File: config.mk
export PLATFORM = sky130hd
export DESIGN_NAME = pong_sync_gen
export DESIGN_NICKNAME = d
export VERILOG_FILES = /design/src/rtl/pong_timing_pkg.sv /design/src/rtl/pong_sync_counter.sv /design/src/rtl/pong_sync_gen.sv
export SDC_FILE = /design/constraint.sdc
export NUM_CORES = 1
export LEC_CHECK = 0
export BUFFER_PORTS_ARGS = -buffer_cell sky130_fd_sc_hd__buf_2
export CORE_ASPECT_RATIO = 1.2
export CORE_MARGIN = 1
export CORE_UTILIZATION = 55
export DETAILED_ROUTE_END_ITERATION = 16
export PLACE_DENSITY_LB_ADDON = 0.15
export SETUP_SLACK_MARGIN = 0.2
export SLEW_MARGIN = 20
export SYNTH_ARGS = -nofsm -noshare
export SYNTH_HDL_FRONTEND = slang
export SYNTH_SLANG_ARGS = --single-unit
File: constraint.sdc
create_clock -name clk -period 2.2 [get_ports clk]
set_clock_uncertainty 0.05 [all_clocks]
set_input_delay 0.11 -clock clk [delete_from_list [all_inputs] [get_ports clk]]
set_output_delay 0.11 -clock clk [all_outputs]
set_load 0.02 [all_outputs]
File: src/rtl/pong_timing_pkg.sv
// Pong video timing constants and shared count type.
// Defaults match the discrete NTSC Pong line and frame timing.
package pong_timing_pkg;
  localparam int CNT_W = 9;

  localparam int H_TOTAL_D      = 455;
  localparam int H_BLANK_END_D  = 80;
  localparam int H_SYNC_START_D = 32;
  localparam int H_SYNC_END_D   = 64;

  localparam int V_TOTAL_D      = 262;
  localparam int V_BLANK_END_D  = 16;
  localparam int V_SYNC_START_D = 4;
  localparam int V_SYNC_END_D   = 8;

  typedef logic [CNT_W-1:0] cnt_t;
endpackage

File: src/rtl/pong_sync_counter.sv
// Modulo counter with terminal decode and JK-style blank/sync flops.
// Flags update from the next count so they always agree with it.
module sync_counter
  import pong_timing_pkg::*;
#(
  parameter int TOTAL      = H_TOTAL_D,
  parameter int BLANK_END  = H_BLANK_END_D,
  parameter int SYNC_START = H_SYNC_START_D,
  parameter int SYNC_END   = H_SYNC_END_D
) (
  input  logic clk,
  input  logic _clr,
  input  logic i_adv,
  output cnt_t o_cnt,
  output logic o_tc,
  output logic o_blank,
  output logic o_sync_n
);

  if (!(0 < SYNC_START && SYNC_START < SYNC_END &&
        SYNC_END <= BLANK_END && BLANK_END < TOTAL &&
        TOTAL <= 512)) begin : g_bad_params
    $error("sync_counter: bad timing parameters");
  end

  cnt_t r_cnt;
  logic r_blank;
  logic r_sync_n;
  logic w_tc;
  cnt_t w_nxt;

  assign w_tc  = (r_cnt == cnt_t'(TOTAL - 1));
  assign w_nxt = w_tc ? '0 : r_cnt + cnt_t'(1);

  always_ff @(posedge clk or negedge _clr) begin
    if (!_clr) begin
      r_cnt    <= '0;
      r_blank  <= 1'b1;
      r_sync_n <= 1'b1;
    end else if (i_adv) begin
      r_cnt <= w_nxt;
      if (w_nxt == '0)
        r_blank <= 1'b1;
      else if (w_nxt == cnt_t'(BLANK_END))
        r_blank <= 1'b0;
      if (w_nxt == cnt_t'(SYNC_START))
        r_sync_n <= 1'b0;
      else if (w_nxt == cnt_t'(SYNC_END))
        r_sync_n <= 1'b1;
    end
  end

  assign o_cnt    = r_cnt;
  assign o_tc     = w_tc;
  assign o_blank  = r_blank;
  assign o_sync_n = r_sync_n;

endmodule

File: src/rtl/pong_sync_gen.sv
// Pong H/V timing generator: two chained sync_counter instances.
// V advances only on ce edges that land on the H terminal count.
module pong_sync_gen
  import pong_timing_pkg::*;
#(
  parameter int H_TOTAL      = H_TOTAL_D,
  parameter int H_BLANK_END  = H_BLANK_END_D,
  parameter int H_SYNC_START = H_SYNC_START_D,
  parameter int H_SYNC_END   = H_SYNC_END_D,
  parameter int V_TOTAL      = V_TOTAL_D,
  parameter int V_BLANK_END  = V_BLANK_END_D,
  parameter int V_SYNC_START = V_SYNC_START_D,
  parameter int V_SYNC_END   = V_SYNC_END_D
) (
  input  logic clk,
  input  logic _clr,
  input  logic ce,
  output cnt_t hcount,
  output cnt_t vcount,
  output logic hreset,
  output logic vreset,
  output logic hblank,
  output logic vblank,
  output logic hsync_n,
  output logic vsync_n
);

  logic w_hreset;
  logic w_vtc;
  logic w_vadv;

  assign w_vadv = ce & w_hreset;

  sync_counter #(
    .TOTAL      (H_TOTAL),
    .BLANK_END  (H_BLANK_END),
    .SYNC_START (H_SYNC_START),
    .SYNC_END   (H_SYNC_END)
  ) u_h (
    .clk      (clk),
    ._clr     (_clr),
    .i_adv    (ce),
    .o_cnt    (hcount),
    .o_tc     (w_hreset),
    .o_blank  (hblank),
    .o_sync_n (hsync_n)
  );

  sync_counter #(
    .TOTAL      (V_TOTAL),
    .BLANK_END  (V_BLANK_END),
    .SYNC_START (V_SYNC_START),
    .SYNC_END   (V_SYNC_END)
  ) u_v (
    .clk      (clk),
    ._clr     (_clr),
    .i_adv    (w_vadv),
    .o_cnt    (vcount),
    .o_tc     (w_vtc),
    .o_blank  (vblank),
    .o_sync_n (vsync_n)
  );

  assign hreset = w_hreset;
  assign vreset = w_vtc & w_hreset;

endmodule

=== Word-level counts from Yosys, hierarchy flattened ===
Index checks and enable logic that the tools add are counted.

* Word-level logic and storage cells: 38
* Output and inout port bits: 24
* Register bits: 22

* Reductions and logical operators: 10
* Bitwise operators: 2
* Multiplexer cells: 10
* Eq/ne operators: 8
* Add/subtract/negate cells: 2

{| class="wikitable"
|+ Operator list
! kind !! number
|-
| $add A9 B1 Y9 const B || 2
|-
| $eq A9 B7 Y1 const B || 2
|-
| $eq A9 B9 Y1 const B || 2
|-
| $logic_not A9 Y1 || 2
|-
| $mux W9 || 2
|-
| $eq A9 B3 Y1 const B || 1
|-
| $eq A9 B4 Y1 const B || 1
|-
| $eq A9 B5 Y1 const B || 1
|-
| $eq A9 B6 Y1 const B || 1
|-
| $mux W1 || 8
|-
| $reduce_and A2 Y1 || 4
|-
| $reduce_bool A2 Y1 || 4
|-
| $and A1 B1 Y1 || 2
|}

=== Depth between registers and ports, before layout ===
Gate-level depths: netlist of the first run.

* Word-level depth: 5
* Mapped depth: 9

=== Hierarchy ===
A second synthesis of the first run with hierarchy kept.

* Cells, all modules: 171
* Area, all modules: 1586.5 um^2

{| class="wikitable"
|+ By module, submodules not included
! module !! cells each !! area an instance (um^2) !! times used
|-
| sync_counter (u_v) || 88 || 792.0 || 1
|-
| sync_counter (u_h) || 81 || 782.0 || 1
|-
| pong_sync_gen || 2 || 12.5 || 1
|}

=== Worst setup path after synthesis of the first run ===
OpenSTA, ideal clock, no wires.

* Kind: register to register
* Start: reg u_v.r_cnt[0] (netlist: u_v.o_cnt[0])
* End: reg u_v.r_sync_n (netlist: u_v.o_sync_n)
* Data required time: 2.067 ns
* Slack: 0.051 ns
* Buffers on the path: 1
* Period minus slack after synthesis: 2.149 ns
* Stages on the path, launching flop included: 9
* Data arrival time: 2.016 ns
* Setup time: 0.083 ns
* Cells stage by stage: dfrtp_1 > ha_1 > and3_1 > buf_6 > a311o_1 > o21ai_2 > nand4bb_4 > o31ai_2 > a2bb2oi_1

* Longest elaborated chain between the ends: 5
* Elaborated cells on any way between the ends: 8

{| class="wikitable"
|+ RTL lines
! item !! RTL line !! text
|-
| start: declaration || pong_sync_counter.sv:26 || <nowiki>cnt_t r_cnt;</nowiki>
|-
| start signal: assignment || pong_sync_counter.sv:41 || <nowiki>r_cnt <= w_nxt;</nowiki>
|-
| $add A9 B1 Y9 or $eq A9 B9 Y1 (tied branches) || pong_sync_counter.sv:33, pong_sync_counter.sv:32 ||
|-
| $mux W9 (*) || pong_sync_counter.sv:33 || <nowiki>assign w_nxt = w_tc ? '0 : r_cnt + cnt_t'(1);</nowiki>
|-
| $eq A9 B4 Y1 or $eq A9 B3 Y1 (tied branches) || pong_sync_counter.sv:48, pong_sync_counter.sv:46 ||
|-
| $reduce_bool A2 Y1 (no line) || -- ||
|-
| $reduce_and A2 Y1 (no line) || -- ||
|-
| end signal: assignment || pong_sync_counter.sv:39 || <nowiki>r_sync_n <= 1'b1;</nowiki>
|-
| end signal: assignment || pong_sync_counter.sv:47 || <nowiki>r_sync_n <= 1'b0;</nowiki>
|-
| end signal: assignment || pong_sync_counter.sv:49 || <nowiki>r_sync_n <= 1'b1;</nowiki>
|-
| end: declaration || pong_sync_counter.sv:28 || <nowiki>logic r_sync_n;</nowiki>
|}

Every way passes the cells marked *; elsewhere a longest branch is shown, timed or not.
A chain may end at the register's enable or synchronous reset.

=== Worst setup path after layout of the first run ===
* Start: reg u_v.r_cnt[1] (netlist: u_v.o_cnt[1])
* End: reg u_v.r_sync_n (netlist: u_v.o_sync_n)

Same word-level chain as after synthesis.

==> summary.md, run 1 <==
| Metric | Value |
|---|---|
| Status | `completed` |
| Gr ovfl total | `0` |
| Avg Synthesized Cell Area | `9.141 sq um` |
| Max FO, Critical Path | `7` |
| Reg2reg end | `u_v.o_sync_n` |
| RSZ-0062 raised after global routing | `yes` |
| Fin. max-slew vios | `0` |
| Internal power | `730.0 uW` |
| Combinational power share | `35.0%` |
| Clock Latency Late Sink | `300 ps` |
| Hold EP | `u_h.o_blank` |
| Core area | `2603 sq um` |
| IO Pins | `27` |
| NumNets Final | `210` |
| Worst EP arrival | `2140 ps` |
| Area growth syn-to-layout | `18.36%` |
| Clk slew on worst S/H paths | `120 ps` |
| Final HPWL DP | `2505 um` |
| Sequential fraction of the synthesis area | `35.75%` |
| Reg2Reg Depth | `7` |
| Final RePlAce weighted congestion | `0.8218` |
| Hold Path Class | `in -> reg` |
| Async S/R FF share, synth | `100.0%` |
| Number of flops mapped to enable cells by yosys | `0` |
| Routed len/inst | `15.34 um` |
| Hold Slack | `116.3 ps` |
| Vias in the first global route | `1264` |
| Clock Tree Buf Depth | `2` |
| CTS Buf Count | `3` |
| First DRT Iteration DRCs | `47` |
| Diode count | `0` |
| Worst path required time | `2390 ps` |
| Worst hold start | `ce` |
| Worst slew margin | `65.34%` |
| Clk pwr share | `15.7%` |
| Hold path cells | `3` |
| Pin count of the biggest net entering global routing | `23` |
| Worst vdd ir | `0.0006405 V` |
| Synth cell types | `48` |
| Min cycle time layout | `1952 ps` |
| # DRC | `0` |
| LEAKAGE | `0.0007757 uW` |
| Die Y | `60.23 um` |
| Row count | `20` |
| Drt total wl | `3605 um` |
| First-pass GRT wire length | `5740 um` |
| TritonCTS clock tree | `done` |
| H-tree levels | `1` |
| NetSw | `469.9 uW` |
| Post-Syn Nets | `177` |
| DR pass1 iterations | `4` |
| Worst Tran Pin Value | `513.4 ps` |
| Setup TNS | `0 ps` |
| Crit end category | `flop` |
| Port buffer count | `26` |
| Critical Path Source Type | `flop` |
| Sequential power share | `49.3%` |
| Share of layout cells above drive strength 1 | `39.11%` |
| WS Path Type | `reg -> reg` |
| Ys flop type | `dfrtp_1` |
| Yosys warns | `0` |
| Finish-stage setup viols | `0` |
| Root buffer cell | `clkbuf_4` |
| Worst reg2reg startpoint | `u_v.o_cnt[1]` |
| Antenna violations before repair | `0` |
| Pwr dens | `652.4 nW/um^2` |
| Via density | `6.034` |
| Sw frac | `39.16%` |
| Initial Util | `59.71%` |
| Post-Synthesis Cells | `170` |
| Synthesized cell area | `1554 sq um` |
| Max-cap violations | `0` |
| Die width | `50.53 um` |
| Final Cycle Share | `88.75%` |
| Reg-to-reg setup timing slack | `250 ps` |
| Final hold violation count | `0` |
| #FFs+latches synth | `22` |
| Max Clock Freq | `0.5122 GHz` |
| Routed via count | `1418` |
| Total Die Area | `3043 sq um` |
| Post-route ant nets | `0` |
| GRT Total Usage | `25.44%` |
| Sink Count | `22` |
[cells by family after synthesis]
kind of cell,count (synthesis),synth area share (%)
AND/OR/NAND/NOR,67,25.28
buffers and inverters,20,7.889
XOR/XNOR,13,7.327
adder cells (fa/ha/maj),4,3.221
AO/OA/AOI/OAI,42,19.16
flip-flops,22,35.75
multiplexers,2,1.369
[metrics by stage]
step | instance area (sq um) | cells | power [uW] | utilization, % | setup WS, ps
3_5_place_dp | 1675 | 220 | 974.5 | 64.38 | 119.8
2_1_floorplan | 1570 | 170 | 875.4 | - | 202.1
3_3_place_gp | 1675 | 220 | 964.7 | 64.38 | 188.8
6_report | 1839 | 235 | 1200 | 70.67 | 247.5
4_1_cts | 1747 | 229 | 1169 | 67.12 | 207.1
5_1_grt | 1839 | 235 | 1275 | 70.67 | 173.6
[registers in the layout (all words and copies together) (netlist names)]
signal / cells
u_h.o_cnt: 9
u_v.o_cnt: 9
u_h.o_blank: 1
u_h.o_sync_n: 1
u_v.o_blank: 1
u_v.o_sync_n: 1
[worst max-delay path: stages (launching register included)]
cell       delay [ps]
dfrtp_2           450
ha_4              190
and3_2            270
a311o_1           380
o21ai_2           110
nand4bb_4         140
o31ai_2           220
a2bb2oi_2          80
[power groups by stage]
stage / logic, uW / clock network [uW] / registers [uW]
after floorplan: 297 / 0 / 578
after global placement: 383 / 0 / 582
after detailed placement: 388 / 0 / 586
after CTS: 390 / 200 / 580
after global routing: 455 / 218 / 602
final: 419 / 188 / 592
[cell type report]
type                    count  area (sq um)
fillers                   220         763.2
multi-input cells         128         934.6
clock buffers               4         26.28
well taps                  33         41.29
flip-flops and latches     22         565.5
inverters                   7         26.28
repair buffers             41         245.2
[synthesized netlist by cell type (all sizes together), types with 4 or more instances]
cell,count,share of area [%]
or3,4,1.6
nand4,9,3.6
ha,4,3.2
o31ai,5,3.1
nand3,9,3.2
and3,4,1.6
o21ai,16,5.4
nand2,19,4.8
xnor2,10,5.6
a31o,4,2.3
dfstp,4,6.8
nor2,7,1.7
inv,7,1.7
buf,10,4.8
dfrtp,18,29
nor3,5,1.6
[worst max-delay path by stage]
| stage | startpoint | end | slack (ps) | cells after the start |
|---|---|---|---|---|
| 2_1_floorplan | u_v.o_cnt[0] | u_v.o_sync_n | 200 | 8 |
| 3_3_place_gp | u_v.o_cnt[0] | u_v.o_sync_n | 190 | 7 |
| 3_5_place_dp | u_v.o_cnt[0] | u_v.o_sync_n | 120 | 6 |
| 4_1_cts | u_h.o_cnt[0] | u_h.o_sync_n | 210 | 7 |
| 5_1_grt | u_v.o_cnt[6] | u_v.o_blank | 170 | 6 |
| 6_report | u_v.o_cnt[1] | u_v.o_sync_n | 250 | 7 |
[layout by cell type, fill, tap and decap left out, types with 4 or more instances in the layout]
| cell | netlist | layout |
|---|---|---|
| nand2_1 | 18 | 16 |
| buf_4 | 3 | 14 |
| dfrtp_2 | 0 | 8 |
| or3_1 | 4 | 4 |
| buf_2 | 3 | 26 |
| xnor2_1 | 10 | 10 |
| dfrtp_1 | 18 | 10 |
| nor3_1 | 5 | 4 |
| dfstp_2 | 4 | 4 |
| nand4_1 | 9 | 9 |
| nand3_1 | 8 | 8 |
| o21ai_0 | 15 | 14 |
| inv_1 | 6 | 6 |
| nor2_1 | 7 | 5 |
[per-layer routing]
layer	track usage, %	vias up	wire, um
met3	3.053	8	150
met2	45.90	39	1924
li1	-	686	-
met4	13.10	0	65
met5	0	-	0
met1	29.45	685	1464
[repair_timing]
action | in CTS | in global routing
hold endpoints to repair | 18 | 0
setup buffers | 4 | 6
hold buffers | 1 | 0
endpoints found under the setup margin | 3 | 10
pin swaps | 0 | 3
gates resized for setup | 1 | 16
Power figures use the tool's default switching activity.
==> run 2: changes to the inputs <==
- CORE_UTILIZATION: 55 -> 56
- SYNTH_HIERARCHICAL: unset -> 1
==> run 2 against run 1 <==
Effect of this change: the flow now finishes with violations (negative setup slack); highest routed layer unchanged; largest cell class unchanged; combinational power increased to 3.2 times the previous value; non-clock buffer count grew 22; final cell count rose by 11%; register-to-register slack got worse by 580 ps; flip-flop and latch count did not move.
==> summary.md, run 2 <==
| Metric | Value |
|---|---|
| Finish-stage setup viols | `7` |
| Vias in the first global route | `1478` |
| Slowest cell on crit path | `dfrtp_2` |
| Routed len/inst | `17.23 um` |
| Max FO, Critical Path | `3` |
| Failing checks | `negative setup slack` |
| Clock Tree Buf Depth | `2` |
| Reg2Reg Depth | `11` |
| Critical Path, Cell by Cell | `inv_2 > ha_4 > nor4b_4 > nand3_2 > or2_4 > clkinv_4 > and2_4 > nand4b_1 > or3_4 > a311oi_4 > mux2_4` |
| Post-route ant nets | `0` |
| # DRC | `0` |
| Gr ovfl total | `0` |
| CTS Buf Count | `3` |
| Core area | `2603 sq um` |
| Count leader, synth | `nand2_1` |
| Final Cycle Share | `115.2%` |
| Instance count on the critical path | `11` |
| Max-cap violations | `0` |
| Final hold violation count | `0` |
| Reg2reg end | `u_v/o_blank` |
| Total Die Area | `3051 sq um` |
| Sink Count | `22` |
| Final RePlAce weighted congestion | `0.8085` |
| TritonCTS clock tree | `done` |
| Commonest non-fill, non-tap cell in the layout | `buf_4` |
| Synth top area share | `28.39%` |
| Antenna violations before repair | `0` |
| Row count | `20` |
| Port buffer count | `26` |
| Initial Util | `60.96%` |
| Routed via count | `1580` |
| Most frequent cells in the layout | `buf_4 (28), buf_2 (24), nand2_1 (19)` |
| Number of flops mapped to enable cells by yosys | `0` |
| Worst path required time | `2410 ps` |
| GRT met2 Usage | `56.57%` |
| Worst reg2reg startpoint | `u_h/o_cnt[0]` |
| Post-Syn Nets | `178` |
| Top area cells in the synthesized netlist | `dfrtp_1 (28%), dfstp_2 (6.6%), nand2_1 (4.7%)` |
| Min cycle time layout | `2534 ps` |
| #FFs+latches synth | `22` |
| Worst Tran Pin Value | `499.8 ps` |
| Status | `complete, but fails checks` |
| Crit. Startpoint | `u_h/o_cnt[0]` |
| Met1 Use GR | `31.97%` |
| Final Power | `2200 uW` |
| Worst hold start | `ce` |
| Die width | `50.59 um` |
| NumNets Final | `236` |
| IO Pins | `27` |
| Avg Synthesized Cell Area | `9.278 sq um` |
| DR pass1 iterations | `4` |
| Worst slew margin | `66.68%` |
| Slowest stage delay, CP | `440 ps` |
| Drt total wl | `4497 um` |
| Crit end category | `flop` |
| Ys flop type | `dfrtp_1` |
| Async S/R FF share, synth | `100.0%` |
| Synth cell types | `60` |
| Die Y | `60.31 um` |
| First-pass GRT wire length | `6672 um` |
| Share of layout cells above drive strength 1 | `49.12%` |
| Critical Path Source Type | `flop` |
| Clock Latency Late Sink | `310 ps` |
| Synthesized cell area | `1587 sq um` |
| GRT Total Usage | `29.28%` |
| Root buffer cell | `clkbuf_4` |
| Area growth syn-to-layout | `39.12%` |
| Worst vdd ir | `0.0008970 V` |
| Met3 usage in global routing | `2.545%` |
| Fin. max-slew vios | `0` |
| Crit path max-delay family | `simple AND/OR/NAND/NOR gates` |
| Setup ws final | `-334.0 ps` |
| Diode count | `0` |
| Post-Synthesis Cells | `171` |
| Max Clock Freq | `0.3946 GHz` |
| Sequential fraction of the synthesis area | `35.02%` |
| Reg-to-reg setup timing slack | `-330 ps` |
| Hold Path Class | `in -> reg` |
| Dpl ws | `-275.8 ps` |
| Cell taking the most area after synthesis | `dfrtp_1` |
| Worst Path Buf+Inv | `2` |
| First DRT Iteration DRCs | `47` |
| Crit path capture | `u_v/o_blank` |
| RSZ-0062 raised after global routing | `yes` |
| Via density | `6.054` |
| Clk slew on worst S/H paths | `140 ps` |
| WS Path Type | `reg -> reg` |
| Synth cell count leaders | `nand2_1 (20), dfrtp_1 (18), nor2_1 (10)` |
| LEAKAGE | `0.0009980 uW` |
| Yosys warns | `6` |
| Busiest layer in global routing | `met2` |
| Final HPWL DP | `2874 um` |
| Pin count of the biggest net entering global routing | `23` |
| Worst EP arrival | `2750 ps` |
| H-tree levels | `1` |
| Pwr dens | `996.8 nW/um^2` |
run 2: stage by stage:
step / utilization (%) / instance area (sq um) / cells / hold slack, ps / setup TNS [ps]
finish: 84.81 / 2207 / 261 / 129.5 / -1180
global route: 84.81 / 2207 / 261 / 127.0 / -2195
CTS: 77.50 / 2017 / 253 / 109.8 / -443.5
detailed placement: 72.16 / 1878 / 243 / 54.24 / -275.8
global placement: 72.16 / 1878 / 243 / 42.29 / -206.9
floorplan: - / 1614 / 171 / -235.6 / -491.0
run 2: repair_timing:
item / 4_1_cts / 5_1_grt
setup buffers: 5 / 8
hold buffers: 1 / 0
endpoints found under the hold margin: 18 / 0
gates resized for setup: 13 / 30
pin swaps: 4 / 8
setup endpoints to repair: 7 / 15
run 2: how the worst min path moves through the flow:
| stage | endpoint | slack (ps) | depth (start not counted) |
|---|---|---|---|
| floorplan | u_h/o_cnt[0] | -240 | 0 |
| global placement | u_v/o_cnt[1] | 40 | 1 |
| detailed placement | u_v/o_cnt[0] | 50 | 1 |
| CTS | u_h/o_cnt[8] | 110 | 3 |
| global route | u_h/o_cnt[6] | 130 | 2 |
| finish | u_h/o_cnt[5] | 130 | 3 |
run 2: worst min-delay path: stages:
cell     delay, ps
buf_2          190
nand2_1        110
xnor2_1         60
run 2: power breakdown:
part,switching (uW),internal (uW),total (uW)
Sequential,113,518,631
Clock,131,101,232
Combinational,759,578,1340
run 2: layout make-up:
type	count	area [sq um]
Clock buffer	4	36.28
Fill cell	164	395.4
Inverter	7	31.28
Multi-Input combinational cell	132	1085
Sequential cell	22	560.5
Tap cell	33	41.29
Timing Repair Buffer	63	452.9
run 2: kinds of logic (layout without fill, tap and decap cells):
group / count (synthesis) / in the layout / synth area share, %
buf+inv: 17 / 74 / 6.072
xor+xnor: 12 / 12 / 7.099
compound gates: 37 / 37 / 17.43
fa+ha+maj: 4 / 4 / 3.155
flops: 22 / 22 / 35.02
mux: 5 / 5 / 3.312
simple gates: 74 / 74 / 27.92
run 2: routing by layer:
layer,vias up,share of wire (%)
li1,728,-
met1,777,39
met3,19,3.7
met4,0,2.6
met5,-,0
met2,56,55
==> run 3: changes to the inputs <==
- CORE_UTILIZATION: 56 -> 26
==> run 3 against run 2 <==
Effect of this change: the run still ends with negative setup slack left; setup slack improved by 43 ps; first-iteration DRC count increased by 15%; clock power increased by 28%; maximum frequency increased by 1.7%; via count down 6.8%.
==> summary.md, run 3 (synthesis gave the netlist of run 2 again) <==
| Metric | Value |
|---|---|
| Status | `complete, but fails checks` |
| Failing checks | `negative setup slack` |
| Critical Path Source Type | `flop` |
| Routed len/inst | `14.17 um` |
| Min cycle time layout | `2491 ps` |
| Total Die Area | `6420 sq um` |
| LEAKAGE | `0.0009805 uW` |
| Diode count | `0` |
| # DRC | `0` |
| Port buffer count | `26` |
| Reg-to-reg setup timing slack | `-290 ps` |
| Hold path cells | `2` |
| Root buffer cell | `clkbuf_8` |
| Share of layout cells above drive strength 1 | `49.78%` |
| Max FO, Critical Path | `4` |
| Core area | `5781 sq um` |
| Sink Count | `22` |
| Drt total wl | `4294 um` |
| Pwr dens | `992.9 nW/um^2` |
| NumNets Final | `231` |
| Fin. max-slew vios | `0` |
| H-tree levels | `1` |
| Slowest cell on crit path | `dfrtp_2` |
| Initial Util | `27.45%` |
| Setup TNS | `-290.8 ps` |
| Slowest stage delay, CP | `410 ps` |
| Most frequent cells in the layout | `buf_4 (26), buf_2 (24), nand2_1 (19)` |
| Antenna violations before repair | `0` |
| Max-cap violations | `0` |
| Clock Tree Buf Depth | `2` |
| Pin count of the biggest net entering global routing | `23` |
| Worst slew margin | `63.56%` |
| Reg2Reg Depth | `11` |
| Hold Path Class | `in -> reg` |
| Hold EP | `u_h/o_cnt[7]` |
| Finish-stage setup viols | `1` |
| GRT Total Usage | `14.61%` |
| Worst vdd ir | `0.0004157 V` |
| Max Clock Freq | `0.4015 GHz` |
| Hold Slack | `175.5 ps` |
| Routed via count | `1472` |
| Final instance area | `2266 sq um` |
| Gr ovfl total | `0` |
| Crit end category | `flop` |
| Worst hold start | `ce` |
| TritonCTS clock tree | `done` |
| Clk slew on worst S/H paths | `90 ps` |
| Final RePlAce weighted congestion | `0.7915` |
| Area growth syn-to-layout | `42.82%` |
| Final hold violation count | `0` |
| DR pass1 iterations | `4` |
| First DRT Iteration DRCs | `54` |
| Worst Tran Pin Value | `546.5 ps` |
| Commonest non-fill, non-tap cell in the layout | `buf_4` |
| Post-route ant nets | `0` |
| Clock Latency Late Sink | `260 ps` |
| Final HPWL DP | `3122 um` |
| Worst reg2reg startpoint | `u_h/o_cnt[0]` |
| First-pass GRT wire length | `7245 um` |
| Row count | `30` |
| Reg2reg end | `u_v/o_blank` |
| Worst path required time | `2350 ps` |
| Die Y | `87.57 um` |
| CTS Buf Count | `3` |
| RSZ-0062 raised after global routing | `yes` |
| Worst EP arrival | `2640 ps` |
| Vias in the first global route | `1450` |
| Via density | `4.858` |
| Dpl cell area | `1944 sq um` |
| WS Path Type | `reg -> reg` |
| Critical Path, Cell by Cell | `inv_2 > ha_4 > nor4b_4 > nand3_2 > or2_4 > clkinv_4 > and2_4 > nand4b_1 > or3_1 > a311oi_2 > mux2_1` |
| Final Cycle Share | `113.2%` |
| Die width | `73.31 um` |
| Setup ws final | `-290.8 ps` |
| IO Pins | `27` |
[run 3: cell count changes in the layout (fill, tap and decap cells not counted), sizes merged]
cell  change
buf       -5
[run 3: layout make-up]
class | instances | area (sq um)
clock buffers | 4 | 55.05
fillers | 605 | 3515
inverters | 7 | 33.78
multi-input cells | 132 | 1097
flip-flops and latches | 22 | 559.3
well taps | 80 | 100.1
repair buffers | 58 | 420.4
[run 3: worst max-delay path by stage]
stage	startpoint	end	slack, ps	depth (start not counted)
CTS	u_h/o_cnt[0]	u_v/o_blank	-290	11
floorplan	u_h/o_cnt[0]	u_v/o_blank	-490	12
global route	u_h/o_cnt[0]	u_v/o_blank	-450	11
finish	u_h/o_cnt[0]	u_v/o_blank	-290	11
global placement	u_h/o_cnt[0]	u_v/o_blank	-230	11
detailed placement	u_h/o_cnt[0]	u_v/o_blank	-290	11
[run 3: power breakdown]
| part | switching, uW | internal [uW] | total (uW) |
|---|---|---|---|
| Clock | 137 | 160 | 296 |
| Combinational | 751 | 576 | 1330 |
| Sequential | 110 | 517 | 627 |
[run 3: worst max-delay path, delay by kind of cell (launching register included)]
kind	cells	cell delay [ps]
AOI/OAI and AO/OA	1	210
adders and majority gates	1	120
buffers and inverters	2	130
DFF	1	410
muxes	1	340
and+or+nand+nor	6	1160
[run 3: per-stage QoR]
| step | util, % | power [uW] | instances | setup WS, ps |
|---|---|---|---|---|
| CTS | 35.91 | 2185 | 299 | -291.0 |
| global placement | 33.64 | 1829 | 291 | -229.6 |
| global route | 39.20 | 2433 | 303 | -453.6 |
| detailed placement | 33.64 | 1822 | 291 | -292.1 |
| finish | 39.20 | 2250 | 303 | -290.8 |
| floorplan | - | 1380 | 171 | -488.8 |
[run 3: per-layer routing]
metal  vias to the layer above  routed length, um  track usage [%]
li1                        721                  -                -
met1                       720               1893            18.35
met2                        29               2250            25.93
met3                         2                121            2.071
met4                         0                 27            4.196
met5                         -                  0                0
[run 3: repair_timing]
action | 4_1_cts | 5_1_grt
resized for setup | 8 | 40
pin swaps | 4 | 5
buffers inserted | 3 | 4
hold endpoints to repair | 18 | 0
hold buffers | 1 | 0
endpoints found under the setup margin | 12 | 17
